===== config.mk =====
export PLATFORM = sky130hd
export DESIGN_NAME = vme_local_bus_slave
export DESIGN_NICKNAME = d
export VERILOG_FILES = /design/src/rtl/vme_local_bus_slave.sv
export SDC_FILE = /design/constraint.sdc
export NUM_CORES = 1
export LEC_CHECK = 0
export ABC_AREA = 1
export CORE_MARGIN = 4
export CORE_UTILIZATION = 46
export CTS_CLUSTER_DIAMETER = 120
export DETAILED_ROUTE_END_ITERATION = 6
export PLACE_DENSITY_LB_ADDON = 0.15
export SYNTH_ARGS = -nofsm -noshare
export SYNTH_HDL_FRONTEND = slang
export SYNTH_SLANG_ARGS = --single-unit

===== constraint.sdc =====
create_clock -name SYSCLK -period 4.7 [get_ports SYSCLK]
set_input_delay 0.47 -clock SYSCLK [delete_from_list [all_inputs] [get_ports SYSCLK]]
set_output_delay 0.47 -clock SYSCLK [all_outputs]
set_load 0.03 [all_outputs]

===== src/rtl/vme_local_bus_slave.sv =====
// VME slave stage sitting behind the CPLD decoder. Synchronises the CPLD
// read/write strobes, runs one pulse-based local-bus register access per
// strobe and answers with an active-low FDTACK. All outputs are registered.
module vme_local_bus_slave #(
  parameter int          TIMEOUT = 64,
  parameter logic [31:0] TO_DATA = 32'hFFFF_FFFF
) (
  input  logic        SYSCLK,
  input  logic        RSTN,
  input  logic        FWS,
  input  logic        FRS,
  input  logic [4:0]  FA,
  input  logic [31:0] D_IN,
  output logic [31:0] D_OUT,
  output logic        D_OE,
  output logic        FDTACK,
  output logic [4:0]  LOCAL_ADDR,
  output logic [31:0] LOCAL_WDATA,
  output logic        LOCAL_WE,
  output logic        LOCAL_RE,
  input  logic [31:0] LOCAL_RDATA,
  input  logic        LOCAL_ACK,
  output logic        TIMEOUT_FLAG
);

  localparam int            CW       = $clog2(TIMEOUT) + 1;
  localparam logic [CW-1:0] CNT_LAST = CW'(TIMEOUT - 1);

  typedef enum logic [2:0] {
    S_IDLE,
    S_ACCESS,
    S_WAIT_ACK,
    S_SETUP,
    S_DTACK,
    S_DRAIN
  } state_t;

  // bit 0 carries the write strobe, bit 1 the read strobe
  logic [1:0] strobe_pin;
  logic [1:0] strobe_s;
  logic [1:0] strobe_rise;

  assign strobe_pin = {FRS, FWS};

  genvar gi;
  generate
    for (gi = 0; gi < 2; gi++) begin : g_sync
      logic meta_reg;
      logic sync_reg;
      logic prev_reg;

      // two-flop synchroniser plus a delayed copy for rising-edge detection
      always_ff @(posedge SYSCLK or negedge RSTN) begin
        if (!RSTN) begin
          meta_reg <= 1'b0;
          sync_reg <= 1'b0;
          prev_reg <= 1'b0;
        end else begin
          meta_reg <= strobe_pin[gi];
          sync_reg <= meta_reg;
          prev_reg <= sync_reg;
        end
      end

      assign strobe_s[gi]    = sync_reg;
      assign strobe_rise[gi] = sync_reg & ~prev_reg;
    end
  endgenerate

  logic ws_s;
  logic rs_s;
  logic ws_rise;
  logic rs_rise;

  assign ws_s    = strobe_s[0];
  assign rs_s    = strobe_s[1];
  assign ws_rise = strobe_rise[0];
  assign rs_rise = strobe_rise[1];

  // A strobe already high at reset release would look like a rising edge
  // once the synchroniser fills; edges are ignored until the chain has
  // settled so such a strobe must toggle before it is served.
  logic [2:0] arm_reg;

  // arm shift register fills with ones after reset release
  always_ff @(posedge SYSCLK or negedge RSTN) begin
    if (!RSTN) begin
      arm_reg <= '0;
    end else begin
      arm_reg <= {arm_reg[1:0], 1'b1};
    end
  end

  state_t        state_reg,  state_next;
  logic          dir_wr_reg, dir_wr_next;
  logic [CW-1:0] cnt_reg,    cnt_next;
  logic [4:0]    addr_reg,   addr_next;
  logic [31:0]   wdata_reg,  wdata_next;
  logic [31:0]   dout_reg,   dout_next;
  logic          oe_reg,     oe_next;
  logic          dtack_n_reg, dtack_n_next;
  logic          we_reg,     we_next;
  logic          re_reg,     re_next;
  logic          flag_reg,   flag_next;
  logic          cur_strobe;
  logic          timed_out;

  // strobe belonging to the transaction in flight
  assign cur_strobe = dir_wr_reg ? ws_s : rs_s;

  // next-state and next-output logic; outputs derive from the next state so
  // they land in the same registered update as the state change
  always_comb begin
    state_next  = state_reg;
    dir_wr_next = dir_wr_reg;
    cnt_next    = cnt_reg;
    addr_next   = addr_reg;
    wdata_next  = wdata_reg;
    dout_next   = dout_reg;
    flag_next   = 1'b0;
    timed_out   = 1'b0;

    case (state_reg)
      S_IDLE: begin
        if (arm_reg[2]) begin
          if (ws_rise && !rs_s) begin
            dir_wr_next = 1'b1;
            addr_next   = FA;
            wdata_next  = D_IN;
            state_next  = S_ACCESS;
          end else if (rs_rise && !ws_s) begin
            dir_wr_next = 1'b0;
            addr_next   = FA;
            state_next  = S_ACCESS;
          end
        end
      end

      S_ACCESS, S_WAIT_ACK: begin
        if (state_reg == S_ACCESS) begin
          cnt_next = '0;
        end else if (cnt_reg != '1) begin
          cnt_next = cnt_reg + 1'b1;
        end
        // ack has priority over a timeout landing in the same cycle
        timed_out = (state_reg == S_WAIT_ACK) && !LOCAL_ACK && (cnt_reg == CNT_LAST);
        if (LOCAL_ACK || timed_out) begin
          flag_next = timed_out;
          if (cur_strobe) begin
            if (!dir_wr_reg) begin
              dout_next = LOCAL_ACK ? LOCAL_RDATA : TO_DATA;
            end
            state_next = S_SETUP;
          end else begin
            // master gave up: finish quietly without DTACK
            state_next = S_DRAIN;
          end
        end else if (state_reg == S_ACCESS) begin
          state_next = S_WAIT_ACK;
        end
      end

      S_SETUP: begin
        state_next = S_DTACK;
      end

      S_DTACK: begin
        if (!cur_strobe) begin
          state_next = S_IDLE;
        end
      end

      S_DRAIN: begin
        if (!ws_s && !rs_s) begin
          state_next = S_IDLE;
        end
      end

      default: begin
        state_next = S_IDLE;
      end
    endcase

    we_next      = (state_next == S_ACCESS) && dir_wr_next;
    re_next      = (state_next == S_ACCESS) && !dir_wr_next;
    oe_next      = ((state_next == S_SETUP) || (state_next == S_DTACK)) && !dir_wr_next;
    dtack_n_next = (state_next != S_DTACK);
  end

  // state and registered outputs
  always_ff @(posedge SYSCLK or negedge RSTN) begin
    if (!RSTN) begin
      state_reg   <= S_IDLE;
      dir_wr_reg  <= 1'b0;
      cnt_reg     <= '0;
      addr_reg    <= '0;
      wdata_reg   <= '0;
      dout_reg    <= '0;
      oe_reg      <= 1'b0;
      dtack_n_reg <= 1'b1;
      we_reg      <= 1'b0;
      re_reg      <= 1'b0;
      flag_reg    <= 1'b0;
    end else begin
      state_reg   <= state_next;
      dir_wr_reg  <= dir_wr_next;
      cnt_reg     <= cnt_next;
      addr_reg    <= addr_next;
      wdata_reg   <= wdata_next;
      dout_reg    <= dout_next;
      oe_reg      <= oe_next;
      dtack_n_reg <= dtack_n_next;
      we_reg      <= we_next;
      re_reg      <= re_next;
      flag_reg    <= flag_next;
    end
  end

  assign D_OUT        = dout_reg;
  assign D_OE         = oe_reg;
  assign FDTACK       = dtack_n_reg;
  assign LOCAL_ADDR   = addr_reg;
  assign LOCAL_WDATA  = wdata_reg;
  assign LOCAL_WE     = we_reg;
  assign LOCAL_RE     = re_reg;
  assign TIMEOUT_FLAG = flag_reg;

endmodule


==> results of run 1 <==
## path summary, 6_finish.rpt
kind / slack, ns / cells past startpoint / from / end
min in group SYSCLK: 0.36 / 0 / g_sync[0].meta_reg / g_sync[0].sync_reg
hold reg to reg: 0.36 / 0 / g_sync[0].meta_reg / g_sync[0].sync_reg
hold / removal: 0.11 / 1 / RSTN / D_OUT[5]
setup reg to reg: 2.64 / 10 / cnt_reg[0] / D_OUT[26]
setup / recovery: 2.42 / 12 / LOCAL_ACK / D_OUT[26]
max in group asynchronous: 3.54 / 2 / RSTN / LOCAL_WDATA[3]
## metrics by stage
step	area [um^2]	cells
global route	5430	651
global placement	5260	635
CTS	5430	651
detailed placement	5260	635
floorplan	3700	397
finish	5430	651
## layout make-up
cell class / count / area share (%)
Timing Repair Buffer: 151 / 27.6
Sequential cell: 94 / 43.3
Tap cell: 102 / 2.35
Multi-Input combinational cell: 237 / 20.0
Inverter: 51 / 3.52
Clock buffer: 9 / 2.28
Clock inverter: 7 / 0.921
## cells in the mapped netlist
cell type	number
o31ai_1	1
dfstp_2	1
inv_2	1
o21ai_0	51
ha_1	1
conb_1	1
clkbuf_1	6
nand3_1	12
mux2_2	5
nor2_1	11
nand3_2	2
inv_1	50
dfrtp_1	93
o21ai_1	17
a21oi_1	9
nor3_4	1
nand2_2	2
nor3_1	4
nand2_1	120
buf_2	9
## where the power goes
| group | leakage [nW] | internal, mW | switching, mW |
|---|---|---|---|
| Sequential | 1.13 | 1.15 | 0.203 |
| Combinational | 1.38 | 0.746 | 1.07 |
| Clock | 0.0816 | 0.193 | 0.284 |
## logic make-up after synthesis
group / count (synthesis) / share of synthesized area (%)
AOI/OAI and AO/OA: 78 / 10.6
other: 1 / 0.101
DFF: 94 / 63.6
muxes: 5 / 1.52
adders and majority gates: 1 / 0.338
buffers and inverters: 66 / 7.00
and+or+nand+nor: 152 / 16.8
## worst reg2reg max path, stage by stage (launching register included)
cell	delay [ns]
dfrtp_1	0.38
ha_1	0.20
nand3_1	0.11
nor2_1	0.15
nand2_1	0.12
nand2_2	0.11
nand2_2	0.08
nor3_4	0.10
buf_4	0.43
o21ai_0	0.17
o21ai_0	0.11
## metal layers
metal	routed length, um	share of wire [%]
met1	3740	41
met2	4610	50
met3	738	8.1
met4	67	0.73
met5	0	0
==> impl_metrics.ini, run 1 <==
[status]
status = completed

[logic_synthesis]
yosysTopAreaCell = dfrtp_1
synth_top_area_share_pct = 62.9
netlist_area_um2 = 3700
syn-num-nets = 472
avgSynthCellArea_um2 = 9.32
synth_area_leaders = dfrtp_1 (63%), nand2_1 (12%), o21ai_0 (6.9%)
syn_inst = 397
ys_warn_count = 0
synth_cell_types = 20
synth_seq_area_share_pct = 63.6
synth.ff_latch_count = 94

[grt]
grt_max_degree = 65
gr-total-overflow = 0
use_met1_pct = 24.3
antenna_found_initial = 0
grtUsageMet3_pct = 7.61
grt_usage_pct = 19.9
grt_pass1_vias = 3181
grt_pass1_wl_um = 15500
gr-max-usage-layer = met2
met2_usage_pct = 33.5

[floorplanning]
initial_utilization_pct = 47.6
die_x_um = 97.7
dieArea_um2 = 9540
core_um2 = 7770
row_count = 32
io_pins = 148
dieHeight_um = 97.7

[route]
drc = 0
wl_um = 9160
drt_iter0_markers = 87
drt_first_pass_iters = 4
drtAntennaViolNets = 0
wl_per_cell_um = 14.1
vias = 3085
via_per_inst = 4.74

[critical_path]
path_delay_family = buffers and inverters
path_max_fanout = 64
cp.arrival_ns = 2.53
crit_type = input port to flip-flop
start_kind = input port
cp_slowest_cell = buf_4
crit_chain = clkdlybuf4s50_1 > inv_1 > buf_4 > nand2_1 > nor2_1 > nand2_1 > nand2_2 > nand2_2 > nor3_4 > buf_4 > o21ai_0 > o21ai_0
required_ns = 4.95
slowest_delay_ns = 0.43
crit_path_end_kind = flip-flop
cp_num_buf_inv = 4

[cells_and_area]
diodes = 0
regArea_um2 = 2350
syn_to_final_growth_pct = 46.9
drive_gt1_share_pct = 6.01
fillers = 612
postLayoutCoreUtil_pct = 69.9
multi_input_area_um2 = 1090
mostFrequentLayoutCell = clkdlybuf4s50_1
nNetsFinal = 619
layout_common_cells = clkdlybuf4s50_1 (146), nand2_1 (120), dfrtp_1 (93), o21ai_0 (51), inv_1 (50)

[pwr]
p_leak_nw = 2.59
power.density_nw_per_um2 = 671
irDropWorstVdd_uv = 424
finalPower_mw = 3.65

[sta]
slew_headroom_pct = 38.7
worst_pin_slew_ns = 0.918
finClkSkew_ns = 0.0113
hold_viol_final = 0
setup_viol = 0
layout_setup_ws_ns = 2.42
rsz0062_at_grt = no
worst_hold_slack_ns = 0.109
finalMaxSlewViolations = 0
max_freq_ghz = 0.439
fin_crit_sh_pct = 48.4
finalCriticalPeriod_ns = 2.28
fin_tns_setup_ns = 0

[clock_network]
post_cts_buffers = 0
cts.clk_slew.worst_paths_ns = 0.10
cts_inserted_buffers = 9
clockBufferDepth = 2
cts.sinks = 94
cts_tree = built
clockRootBuffer = clkbuf_8
ctsHoldBuffers = 0
htreeDepth = 3
cts.repair.resized = 0
clk_latency_ns = 0.35

[place]
gp_congestion = 0.765
dp_hpwl_um = 6600
numPortBuffers = 147
pre_cts_ws_ns = 2.08

[run]
drv_cap = 0

[min_path]
hp-class = input port to asynchronous set/reset pin
Note: power is estimated with default switching activity, not from simulation.
==> inputs of run 2 (changes only) <==
--- a/config.mk
+++ b/config.mk
@@ -7,7 +7,7 @@
 export LEC_CHECK = 0
 export ABC_AREA = 1
 export CORE_MARGIN = 4
-export CORE_UTILIZATION = 46
+export CORE_UTILIZATION = 39
 export CTS_CLUSTER_DIAMETER = 120
 export DETAILED_ROUTE_END_ITERATION = 6
 export PLACE_DENSITY_LB_ADDON = 0.15
==> constraint.sdc (replaced) <==
create_clock -name SYSCLK -period 1.9 [get_ports SYSCLK]
set_input_delay 0.19 -clock SYSCLK [delete_from_list [all_inputs] [get_ports SYSCLK]]
set_output_delay 0.19 -clock SYSCLK [all_outputs]
set_load 0.03 [all_outputs]
==> run 2 against run 1 <==
Wire length is 10% higher; combinational power grew to 2.6 times the previous value; cell count is 6.6% higher; die area is 16% higher; critical path type is now flip-flop to flip-flop; largest power group unchanged; highest routed layer unchanged; sequential power is 150% higher; clock-buffer cell count is 4 higher.
==> impl_metrics.ini, run 2 (synthesized netlist as in run 1, its figures left out) <==
[clock_network]
cts_tree = built
cts.clk_slew.worst_paths_ns = 0.09
cts_inserted_buffers = 9
clockBufferDepth = 2
clockRootBuffer = clkbuf_8
cts.sinks = 94
htreeDepth = 3
clk_latency_ns = 0.36

[grt]
grt_pass1_wl_um = 15500
grt_max_degree = 65
grt_pass1_vias = 3177
antenna_found_initial = 0
grt_usage_pct = 17.5
gr-total-overflow = 0

[critical_path]
crit_type = flip-flop to flip-flop
slowest_delay_ns = 0.41
required_ns = 2.19
cp.arrival_ns = 2.14
r2r_end = D_OUT[31]
r2r-start = cnt_reg[0]
startpoint = cnt_reg[0]
crit_path_end_kind = flip-flop
cp_slowest_cell = dfrtp_1
start_kind = flip-flop
ff2ff_path_depth = 11
path_max_fanout = 8
worst_path_most_repeated_cell = nand2_4
crit_chain = ha_4 > nand3_4 > nor2_4 > nand2_2 > nand2_4 > nand2_4 > nor3_4 > buf_6 > clkbuf_16 > o21ai_0 > o21ai_1
rrSetupSlack_ns = 0.05

[cells_and_area]
stdcell_area_um2 = 5760
nNetsFinal = 635
layout_common_cells = clkdlybuf4s50_1 (146), nand2_1 (119), dfrtp_1 (92), inv_1 (49), o21ai_0 (47)
fillers = 751
mostFrequentLayoutCell = clkdlybuf4s50_1
drive_gt1_share_pct = 9.73
syn_to_final_growth_pct = 55.8
diodes = 0

[min_path]
min_from = FWS
holdPathEnd = g_sync[0].meta_reg
hold_path_depth = 1
hp-class = input port to flip-flop

[sta]
fin_crit_sh_pct = 97.2
layout_setup_ws_ns = 0.0525
finClkSkew_ns = 0.0142
finalMaxSlewViolations = 0
finalCriticalPeriod_ns = 1.85
setup_viol = 0
hold_viol_final = 0
max_freq_ghz = 0.541
worst_hold_slack_ns = 0.262

[pwr]
power.density_nw_per_um2 = 1630
irDropWorstVdd_uv = 847
p_leak_nw = 2.73

[place]
gp_congestion = 0.754
numPortBuffers = 147
pre_cts_ws_ns = -0.00950
placed_area_um2 = 5370
dp_hpwl_um = 6710

[status]
status = completed

[route]
drtAntennaViolNets = 0
wl_per_cell_um = 14.6
drc = 0
wl_um = 10100
drt_first_pass_iters = 4
drt_iter0_markers = 84
via_per_inst = 4.60
vias = 3191

[floorplanning]
core_um2 = 9240
row_count = 35
die_x_um = 105
initial_utilization_pct = 40.0
dieHeight_um = 105
io_pins = 148
dieArea_um2 = 11100

[run]
drv_cap = 0
==> run 2: cell types whose count changed in the layout (fill, tap and decap cells not counted), sizes merged <==
cell | before | now
buf | 5 | 18
clkbuf | 9 | 15
clkinv | 3 | 1
clkinvlp | 3 | 1
dlygate4sd3 | 0 | 1
==> run 2: stage by stage <==
stage	total power, mW	util [%]	std cells	setup TNS [ns]
finish	9.38	62.3	694	0
global route	9.94	62.3	694	-1.36
CTS	9.31	60.4	684	0
detailed placement	7.93	58.1	667	-0.00950
global placement	7.85	58.1	667	0
floorplan	5.84	-	397	0
==> run 2: critical path, delay by kind of cell, from the launching register on <==
kind            cells  cell delay, ns
simple gates        6            0.69
flops               1            0.41
buf+inv             2            0.32
fa+ha+maj           1            0.17
compound gates      2            0.17
==> run 2: report_power, final <==
| part | leakage, nW | total (mW) | internal, mW | switching [mW] |
|---|---|---|---|---|
| combinational | 1.49 | 4.70 | 1.97 | 2.73 |
| clock | 0.102 | 1.33 | 0.627 | 0.702 |
| sequential | 1.13 | 3.35 | 2.84 | 0.513 |
| total | 2.73 | 9.38 | 5.44 | 3.94 |
==> run 2: final cells by class <==
| cell class | instances | area [um^2] | share of cell area (%) |
|---|---|---|---|
| sequential | 94 | 2350 | 40.9 |
| timing repair buffer | 167 | 1710 | 29.7 |
| multi-input combinational | 237 | 1140 | 19.7 |
| inverter | 51 | 191 | 3.32 |
| clock buffer | 13 | 179 | 3.11 |
| tap | 129 | 161 | 2.80 |
| clock inverter | 3 | 25.0 | 0.434 |
==> run 2: worst max-delay path by stage <==
stage	endpoint	slack, ns	cells after the start
4_1_cts	D_OUT[1]	0.02	10
5_1_grt	D_OUT[9]	-0.07	11
2_1_floorplan	D_OUT[1]	0.28	10
6_report	D_OUT[31]	0.05	11
3_5_place_dp	D_OUT[1]	-0.01	11
3_3_place_gp	D_OUT[25]	0.09	11
==> run 2: repair_timing <==
action,4_1_cts,5_1_grt
hold endpoints to repair,26,0
hold buffers,1,0
setup buffers,0,5
endpoints found under the setup margin,0,33
resized for setup,0,18
==> run 2: per-layer routing <==
metal	global-route usage, %	part of all wire [%]	wire length, um	vias to the layer above
met1	22.1	43	4360	1475
met2	26.4	45	4590	126
met5	0	0	0	-
met4	7.59	2.5	248	0
met3	7.47	9.0	914	22
li1	-	-	-	1568
